$ cat src/rtl/fetch_pkg.sv
// Shared types and constants for the instruction fetch unit.
// Opcode field positions, nextctrl encodings and FSM states.
package fetch_pkg;

    localparam int PC_W_DEF   = 8;
    localparam int INST_W_DEF = 8;

    localparam int OP1_HI  = 7;
    localparam int OP1_LO  = 5;
    localparam int OP2_BIT = 4;
    localparam int OPND_HI = 3;
    localparam int OPND_LO = 0;

    localparam logic [1:0] NC_NONE    = 2'b00;
    localparam logic [1:0] NC_OFFSET  = 2'b01;
    localparam logic [1:0] NC_TARGET  = 2'b10;
    localparam logic [1:0] NC_ILLEGAL = 2'b11;

    typedef enum logic [2:0] {
        FETCH,
        WAIT_OP,
        DECODE,
        FETCH_EXT,
        WAIT_EXT,
        ISSUE
    } fetch_state_e;

endpackage

$ cat src/rtl/inst_fetch_if.sv
// Instruction-memory read bus: one request, one-cycle ack pulse.
// Master is the fetch unit, slave is the memory.
interface inst_fetch_if import fetch_pkg::*; #(
    parameter int PC_W   = PC_W_DEF,
    parameter int INST_W = INST_W_DEF
) ();

    logic              imem_req;
    logic [PC_W-1:0]   imem_addr;
    logic              imem_ack;
    logic [INST_W-1:0] imem_data;

    modport master (
        output imem_req,
        output imem_addr,
        input  imem_ack,
        input  imem_data
    );

    modport slave (
        input  imem_req,
        input  imem_addr,
        output imem_ack,
        output imem_data
    );

endinterface

$ cat src/rtl/pc_next_sel.sv
// Next-PC selection applied on the issue handshake.
// Priority: jr, then jal to target byte, then taken beq.
module pc_next_sel import fetch_pkg::*; #(
    parameter int PC_W   = PC_W_DEF,
    parameter int INST_W = INST_W_DEF
) (
    input  logic [PC_W-1:0]   pc,
    input  logic [PC_W-1:0]   ra_value,
    input  logic [INST_W-1:0] ext_byte,
    input  logic [3:0]        inst_opnd,
    input  logic              jrctrl,
    input  logic              jctrl,
    input  logic              is_target,
    input  logic              beqctrl,
    input  logic              br_taken,
    output logic [PC_W-1:0]   pc_new
);

    logic [PC_W-1:0] offset;

    assign offset = PC_W'($signed(inst_opnd));

    always_comb begin
        pc_new = pc;
        if (jrctrl) begin
            pc_new = ra_value;
        end else if (jctrl && is_target) begin
            pc_new = PC_W'(ext_byte);
        end else if (beqctrl && br_taken) begin
            pc_new = pc + offset;
        end
    end

endmodule

$ cat src/rtl/inst_fetch.sv
// Instruction fetch FSM: fetches opcode and optional extension
// byte, presents a stable bundle and redirects pc on handshake.
module inst_fetch import fetch_pkg::*; #(
    parameter int PC_W   = PC_W_DEF,
    parameter int INST_W = INST_W_DEF
) (
    input  logic              clk,
    input  logic              rst,
    inst_fetch_if.master      imem,
    output logic [2:0]        inst1,
    output logic              inst2,
    output logic [3:0]        inst_opnd,
    output logic [INST_W-1:0] ext_byte,
    input  logic [1:0]        nextctrl,
    input  logic              jctrl,
    input  logic              jrctrl,
    input  logic              beqctrl,
    input  logic              br_taken,
    input  logic [PC_W-1:0]   ra_value,
    output logic              inst_valid,
    input  logic              inst_ready,
    output logic [PC_W-1:0]   ret_addr,
    output logic              illegal
);

    fetch_state_e      state_q, state_d;
    logic [PC_W-1:0]   pc_q, pc_d;
    logic [INST_W-1:0] ir_q, ir_d;
    logic [INST_W-1:0] ext_q, ext_d;
    logic              tgt_q, tgt_d;
    logic [PC_W-1:0]   ret_q, ret_d;
    logic [PC_W-1:0]   pc_inc;
    logic [PC_W-1:0]   pc_sel;

    assign pc_inc = pc_q + PC_W'(1);

    pc_next_sel #(
        .PC_W   (PC_W),
        .INST_W (INST_W)
    ) u_pc_next_sel (
        .pc        (pc_q),
        .ra_value  (ra_value),
        .ext_byte  (ext_q),
        .inst_opnd (ir_q[OPND_HI:OPND_LO]),
        .jrctrl    (jrctrl),
        .jctrl     (jctrl),
        .is_target (tgt_q),
        .beqctrl   (beqctrl),
        .br_taken  (br_taken),
        .pc_new    (pc_sel)
    );

    always_comb begin
        state_d = state_q;
        pc_d    = pc_q;
        ir_d    = ir_q;
        ext_d   = ext_q;
        tgt_d   = tgt_q;
        ret_d   = ret_q;
        unique case (state_q)
            FETCH: state_d = WAIT_OP;
            WAIT_OP: begin
                if (imem.imem_ack) begin
                    ir_d    = imem.imem_data;
                    ext_d   = '0;
                    tgt_d   = 1'b0;
                    pc_d    = pc_inc;
                    state_d = DECODE;
                end
            end
            DECODE: begin
                // illegal falls through as a single-byte instruction
                if (nextctrl == NC_OFFSET || nextctrl == NC_TARGET) begin
                    tgt_d   = (nextctrl == NC_TARGET);
                    state_d = FETCH_EXT;
                end else begin
                    ret_d   = pc_q;
                    state_d = ISSUE;
                end
            end
            FETCH_EXT: state_d = WAIT_EXT;
            WAIT_EXT: begin
                if (imem.imem_ack) begin
                    ext_d   = imem.imem_data;
                    pc_d    = pc_inc;
                    ret_d   = pc_inc;
                    state_d = ISSUE;
                end
            end
            ISSUE: begin
                if (inst_ready) begin
                    pc_d    = pc_sel;
                    state_d = FETCH;
                end
            end
            default: state_d = FETCH;
        endcase
    end

    always_ff @(posedge clk) begin
        if (rst) begin
            state_q <= FETCH;
            pc_q    <= '0;
            ir_q    <= '0;
            ext_q   <= '0;
            tgt_q   <= 1'b0;
            ret_q   <= '0;
        end else begin
            state_q <= state_d;
            pc_q    <= pc_d;
            ir_q    <= ir_d;
            ext_q   <= ext_d;
            tgt_q   <= tgt_d;
            ret_q   <= ret_d;
        end
    end

    assign imem.imem_req  = !rst
        && (state_q == FETCH || state_q == FETCH_EXT);
    assign imem.imem_addr = pc_q;

    assign inst1      = ir_q[OP1_HI:OP1_LO];
    assign inst2      = ir_q[OP2_BIT];
    assign inst_opnd  = ir_q[OPND_HI:OPND_LO];
    assign ext_byte   = ext_q;
    assign ret_addr   = ret_q;
    assign inst_valid = !rst && (state_q == ISSUE);
    assign illegal    = !rst && (state_q == DECODE)
        && (nextctrl == NC_ILLEGAL);

endmodule

$ cat src/flat_wrapper.sv
// flat-port wrapper written by rule: the top's interface ports become plain ports
module inst_fetch_flat import fetch_pkg::*;
#(
    parameter int PC_W   = PC_W_DEF,
    parameter int INST_W = INST_W_DEF
)
  (clk, rst, inst1, inst2, inst_opnd, ext_byte, nextctrl, jctrl, jrctrl, beqctrl, br_taken, ra_value, inst_valid, inst_ready, ret_addr, illegal, imem_imem_req, imem_imem_addr, imem_imem_ack, imem_imem_data);
  inst_fetch_if #(.PC_W(PC_W), .INST_W(INST_W)) imem_i ();
  input  logic clk;
  input  logic rst;
  output logic [2:0] inst1;
  output logic inst2;
  output logic [3:0] inst_opnd;
  output logic [INST_W-1:0] ext_byte;
  input  logic [1:0] nextctrl;
  input  logic jctrl;
  input  logic jrctrl;
  input  logic beqctrl;
  input  logic br_taken;
  input  logic [PC_W-1:0] ra_value;
  output logic inst_valid;
  input  logic inst_ready;
  output logic [PC_W-1:0] ret_addr;
  output logic illegal;
  output wire logic [$bits(imem_i.imem_req)-1:0] imem_imem_req;
  output wire logic [$bits(imem_i.imem_addr)-1:0] imem_imem_addr;
  input wire logic [$bits(imem_i.imem_ack)-1:0] imem_imem_ack;
  input wire logic [$bits(imem_i.imem_data)-1:0] imem_imem_data;
  assign imem_imem_req = imem_i.imem_req;
  assign imem_imem_addr = imem_i.imem_addr;
  assign imem_i.imem_ack = imem_imem_ack;
  assign imem_i.imem_data = imem_imem_data;
  inst_fetch #(.PC_W(PC_W), .INST_W(INST_W)) u_core (.clk(clk), .rst(rst), .imem(imem_i), .inst1(inst1), .inst2(inst2), .inst_opnd(inst_opnd), .ext_byte(ext_byte), .nextctrl(nextctrl), .jctrl(jctrl), .jrctrl(jrctrl), .beqctrl(beqctrl), .br_taken(br_taken), .ra_value(ra_value), .inst_valid(inst_valid), .inst_ready(inst_ready), .ret_addr(ret_addr), .illegal(illegal));
endmodule
$ cat config.mk
export PLATFORM = sky130hd
export DESIGN_NAME = inst_fetch_flat
export DESIGN_NICKNAME = d
export VERILOG_FILES = /design/src/rtl/fetch_pkg.sv /design/src/rtl/inst_fetch_if.sv /design/src/rtl/pc_next_sel.sv /design/src/rtl/inst_fetch.sv /design/src/flat_wrapper.sv
export SDC_FILE = /design/constraint.sdc
export NUM_CORES = 1
export LEC_CHECK = 0
export CAP_MARGIN = 20
export CORE_MARGIN = 5
export CORE_UTILIZATION = 49
export CTS_CLUSTER_SIZE = 12
export DETAILED_ROUTE_END_ITERATION = 10
export DONT_BUFFER_PORTS = 1
export HOLD_SLACK_MARGIN = 0.12
export PLACE_DENSITY_LB_ADDON = 0.05
export SYNTH_ARGS = -nofsm -noshare
export SYNTH_HDL_FRONTEND = slang
export SYNTH_SLANG_ARGS = --single-unit
$ cat constraint.sdc
create_clock -name clk -period 2.5 [get_ports clk]
set_input_delay 0.25 -clock clk [delete_from_list [all_inputs] [get_ports clk]]
set_output_delay 0.25 -clock clk [all_outputs]
set_load 0.02 [all_outputs]
# After elaboration in Yosys (flattened, before gate mapping)

Index checks and enable logic that the tools add are counted.

Register bits after elaboration: 36
Input bits: 26
Output and inout bits: 35
Word-level logic and storage cells: 63

Add/sub/neg operators: 2
Equality and inequality tests: 15
Mux-type cells: 19
Reduce and logical (&&, ||, !) cells: 21

Operator list:

| kind                  | count |
|---|---|
| $mux W8               | 8 |
| $pmux W8 S2           | 3 |
| $pmux W3 S6           | 1 |
| $mux W3               | 4 |
| $reduce_and A3 Y1     | 4 |
| $add A8 B1 Y8 const B | 1 |
| $add A8 B8 Y8         | 1 |
| $ne A2 B2 Y1 const B  | 4 |
| $reduce_bool A2 Y1    | 4 |
| $eq A3 B2 Y1 const B  | 2 |
| $eq A3 B3 Y1 const B  | 2 |
| $logic_and A1 B1 Y1   | 6 |
| $eq A2 B2 Y1 const B  | 2 |
| $ne A2 B1 Y1 const B  | 2 |
| $ne A4 B4 Y1 const B  | 1 |
| $reduce_and A4 Y1     | 1 |
| $eq A3 B1 Y1 const B  | 1 |
| $logic_not A3 Y1      | 1 |
| $eq A2 B1 Y1 const B  | 1 |
| $logic_or A1 B1 Y1    | 2 |
| $mux W1               | 2 |
| $pmux W1 S2           | 1 |
| $reduce_and A2 Y1     | 1 |
| $reduce_or A2 Y1      | 1 |
| $logic_not A1 Y1      | 1 |

# Longest topological paths before layout

Depth after elaboration: 6
Depth in mapped cells: 8
Mapped depth without buffers: 8

# Cells and area by module

From an unflattened synthesis, not the netlist that was laid out.

Cell total of the unflattened synthesis: 301
Area, all modules: 2352.3 µm²

Modules (own cells, without submodules):

| module      | times used | cells each | area each (µm²) |
|---|---|---|---|
| inst_fetch  | 1          | 217        | 1799.2 |
| pc_next_sel | 1          | 84         | 553.0 |

# Least setup slack after synthesis

OpenSTA, ideal clock, no wires.

Path type: reg2reg
Start point: register u_core.pc_q[0], in the netlist u_core.imem.imem_addr[0]
End point: register u_core.pc_q[4], in the netlist u_core.imem.imem_addr[4]
Arrival: 1.859 ns
Slack: 0.508 ns
Stages on the path, launching flop included: 9
Path buffers: 0
Clock period less this slack: 1.992 ns
Cells stage by stage: dfxtp_1 > ha_1 > inv_1 > fa_1 > nand2b_1 > a21oi_1 > a211oi_1 > o221ai_1 > a31oi_1

Cells in the longest elaborated chain, start to end: 6
Elaborated cells between the ends (all ways): 8
Those cells by class: add/sub: 2; mux: 6

RTL lines:

| element                | RTL line          | text |
|---|---|---|
| from (decl)            | inst_fetch.sv:27  | `logic [PC_W-1:0] pc_q, pc_d;` |
| from (signal assigned) | inst_fetch.sv:110 | `pc_q <= pc_d;` |
| $add A8 B8 Y8          | pc_next_sel.sv:30 | `pc_new = pc + offset;` |
| $mux W8                | pc_next_sel.sv:29 | `end else if (beqctrl && br_taken) begin` |
| $mux W8                | pc_next_sel.sv:27 | `end else if (jctrl && is_target) begin` |
| $mux W8                | pc_next_sel.sv:25 | `if (jrctrl) begin` |
| $mux W8                | inst_fetch.sv:91  | `if (inst_ready) begin` |
| $pmux W8 S2 (*)        | inst_fetch.sv:60  | `unique case (state_q)` |

Mark *: on every way between the ends. The rest lies on a longest branch, timed or not. The select of a mux whose other input is x is not followed.
A chain may end at the register's enable or synchronous reset.

# Final worst setup path

Start point: register u_core.pc_q[0], in the netlist u_core.imem.imem_addr[0]
End point: register u_core.pc_q[6], in the netlist u_core.imem.imem_addr[6]

Same word-level chain as after synthesis.

==> results.md <==
- The initial core utilization is around 51%.
- The number of nets produced by synthesis is 325.
- The initial antenna violation count is 0.
- The switching share of power is between 20% and 30%.
- By count the netlist is led by nor2_1, dfxtp_1, o21ai_0, a21oi_1, nand2_1.
- The global-route wire length before repair is 10,600 µm.
- The post-synth design cell area is 2270 µm².
- The routed via count divided by cell count is 6.14.
- The clock-pin slew on the worst setup and hold paths is 80 ps.
- Of the total power, the clock network draws between 30% and 40%.
- The post-synthesis register bit count is 36.
- The final hold violation count came to 0.
- Synthesis handed over a netlist of about 290 instances.
- The post-synthesis cell type count is 48.
- The biggest area contributor in the post-synthesis netlist is dfxtp_1.
- The post-layout instance count excluding filler cells is 346.
- The arrival time at the worst endpoint is 2420 ps.
- The critical-path maximum fanout is 4.
- The total half-perimeter wirelength after legalization and detailed placement is 4580 µm.
- The height of the die is between 70 and 80 µm.
- Derived from the worst setup path, the maximum achievable clock frequency is ~0.46 GHz.
- Sequential cells were found to cover 31.8% of the synthesized design area.
- After global routing the overflow that remains totals 0.
- The class of the tightest hold or removal check is in -> reg.
- The number of global-route vias before repair came to about 2,100.
- The async set-reset flop share out of synthesis is 0%.
- The data required time of the worst path is approximately 2700 ps.
- The number of enable-type register cells in the synthesized netlist is 0.
- The number of buffers and inverters on the critical path is 1.
- The number of setup buffers added after CTS is 0.
- The total of max-cap violations is 0.
- The number of top-level pins is 61.
- The worst path in the final design needs a cycle of 2190 ps, including I/O delays and setup.
- The internal power of the cells totals 0.972 mW.
- Ranked by total cell area, the synthesized netlist is headed by dfxtp_1, nor2_1, ha_1.
- The synthesis-to-layout area growth is 10.9%.
- Grouping stages by cell kind, the critical path spends the most delay in compound AO/OA/AOI/OAI gates.
- Summed over all nets, the switching power comes to 0.397 mW.
- The worst clock skew is between 9 and 10 ps.
- The ratio of final minimum period to clock period is 87.8%.
- The worst slew margin relative to its limit is between 50 and 60%.
- The number of max-slew violations in the final report is 0.
- The clock sink count is 36.
- At the pin with the least slew margin, the transition time is roughly 630 ps.
- The floorplan row count is 24.
- The worst setup path is launched from a flop.
- The dominant register cell in the synthesized netlist is dfxtp_1.
- The setup TNS is 0 ps.
- The detail route stage leaves a number of antenna-violating nets equal to 0.
- The area of the core is around 4400 µm².
- The worst IR drop on VDD is 0.432 mV.
- At the later pin of the worst-skew pair, clock insertion delay measures about 300 ps.
- Sequential cells burn 47.8% of the power.
- The first-iteration detailed-routing DRC count is 225.
- The area share of the largest cell type after synthesis is 31.8%.
- The largest incremental delay on the critical path is 530 ps.
- Combinational logic is responsible for 13.6% of the overall power.
- Among all stages on the critical path, the largest delay is contributed by dfxtp_1.
- CTS built an H-tree with a depth of 2.
- The total placed cells including tap cells is 329.
- The chip width is 78.0 µm.
- The critical path goes through ha_1 -> inv_1 -> fa_1 -> nand2b_1 -> a21oi_1 -> o21a_1 -> o211ai_1 -> a21oi_1.
- The number of antenna diodes in the final layout is 0.
- During synthesis, Yosys emitted a total of 0 warnings.
- The pin count of the biggest net entering global routing is 35.
- The die covers 6090 µm².
- The leakage power total is ~0.9 nW.
- The run finished with clean final reports.
- The final layout net count is 330.
- The clock root buffer master is clkbuf_8.
- Setup repair after global routing left no endpoint under its margin.
- The worst setup path is captured at a flop.
- The smallest hold slack is 120 ps.
- The average instance in the mapped netlist occupies just under 8 µm².
- The combined global-route utilization of all metal layers is about a fifth.
- The most numerous cell type found on the critical path is a21oi_1.
- The classification of the worst setup path is reg -> reg.
- At the end of routability-driven placement, the weighted congestion stood at 0.908.
- In the final layout, the share of cells above drive strength 1 is about 6.5%.
- Detailed routing inserted a total of 2,125 vias.
- Clock tree synthesis inserted a total of 5 buffers.
- TritonCTS built the clock tree.
- The setup-violating endpoint count in the final report is 0.
- The dominant cell by count in the synthesized netlist is nor2_1.
- The pre-antenna-repair detailed-routing pass consisted of 4 iterations.
- The wire length per cell is between 15 and 20 µm.
- The cell area power density is 545 nW/µm².
- The final layout contains routed wiring with a total length of 6370 µm.
- The count of buffers from port buffering is 0.
- The residual DRC count is 0.
- The maximum clock path buffer count is 2.
==> path summary, 6_finish.rpt <==
path                                               from                                    end  slack (ps)  cells after the start
hold / removal                        imem_imem_data[2]        u_core.ext_byte[2]$_SDFFE_PP0P_         120                      2
hold reg to reg               u_core.tgt_q$_SDFFE_PP0P_              u_core.tgt_q$_SDFFE_PP0P_         510                      2
setup / recovery  u_core.imem.imem_addr[0]$_SDFFE_PP0P_  u_core.imem.imem_addr[6]$_SDFFE_PP0P_         310                      8
setup reg to reg  u_core.imem.imem_addr[0]$_SDFFE_PP0P_  u_core.imem.imem_addr[6]$_SDFFE_PP0P_         310                      8
==> metal layers <==
metal / GRT usage (%) / wire length [µm] / vias up
li1: - / - / 1050
met1: 29.1 / 2880 / 985
met2: 31.6 / 2860 / 78
met3: 6.98 / 505 / 12
met4: 6.42 / 127 / 0
met5: 0 / 0 / -
==> metrics by stage <==
stage	instance area, µm²	setup slack, ps	power, mW	utilization (%)
after CTS	2510	318	1.37	56.9
after global routing	2510	66.1	1.43	56.9
after global placement	2300	433	0.829	52.2
after detailed placement	2300	346	0.830	52.2
after floorplan	2270	508	0.798	-
final	2510	306	1.37	56.9
==> sequential cells by signal (all words and copies together) (netlist names) <==
register and cells:
u_core.imem.imem_addr 8, u_core.ir_q 8, u_core.ret_addr 8, u_core.state_q 3, u_core.tgt_q 1, u_core.ext_byte 8
==> layout make-up <==
type	instances	area (µm²)
clock buffers	5	68.8
clock inverters	3	42.5
fillers	430	1900
inverters	11	41.3
multi-input cells	224	1430
flip-flops and latches	36	721
well taps	52	65.1
repair buffers	15	145
==> kinds of logic after synthesis <==
group,after synthesis,share of synthesized area [%]
AND/OR/NAND/NOR,106,22.0
AO/OA/AOI/OAI,85,25.3
flip-flops,36,31.8
buffers and inverters,28,5.13
XOR/XNOR,11,4.25
multiplexers,11,5.08
adder cells (fa/ha/maj),11,6.40
==> layout by cell type (no fill, tap or decap), types with 2 or more instances in the layout <==
| master | n |
|---|---|
| nor2_1 | 48 |
| dfxtp_1 | 36 |
| o21ai_0 | 20 |
| a21oi_1 | 16 |
| nand2_1 | 16 |
| a211oi_1 | 12 |
| inv_1 | 11 |
| mux2i_1 | 10 |
| ha_1 | 10 |
| nand3_1 | 9 |
| a22oi_1 | 9 |
| xnor2_1 | 9 |
| dlygate4sd3_1 | 8 |
| nor2b_1 | 6 |
| buf_4 | 6 |
| nor3_1 | 5 |
| and2_1 | 5 |
| o211ai_1 | 5 |
| clkbuf_8 | 5 |
| a31oi_1 | 4 |
| nand2b_1 | 3 |
| a21o_1 | 3 |
| nor3b_1 | 3 |
| xor2_1 | 2 |
| and4_1 | 2 |
| a221oi_1 | 2 |
| o221ai_1 | 2 |
| o21bai_1 | 2 |
| nand4_1 | 2 |
| nor4_1 | 2 |
==> timing repair <==
action	CTS	global route
hold buffers	9	0
gates resized for setup	0	0
endpoints found under the hold margin	34	0
==> power groups by stage <==
| stage | Combinational [mW] | Clock, mW | Sequential [mW] |
|---|---|---|---|
| 6_report | 0.187 | 0.529 | 0.654 |
| 5_1_grt | 0.208 | 0.560 | 0.659 |
| 4_1_cts | 0.187 | 0.533 | 0.654 |
| 3_5_place_dp | 0.162 | 0 | 0.668 |
| 3_3_place_gp | 0.162 | 0 | 0.667 |
| 2_1_floorplan | 0.145 | 0 | 0.653 |
Power figures use the tool's default switching activity.
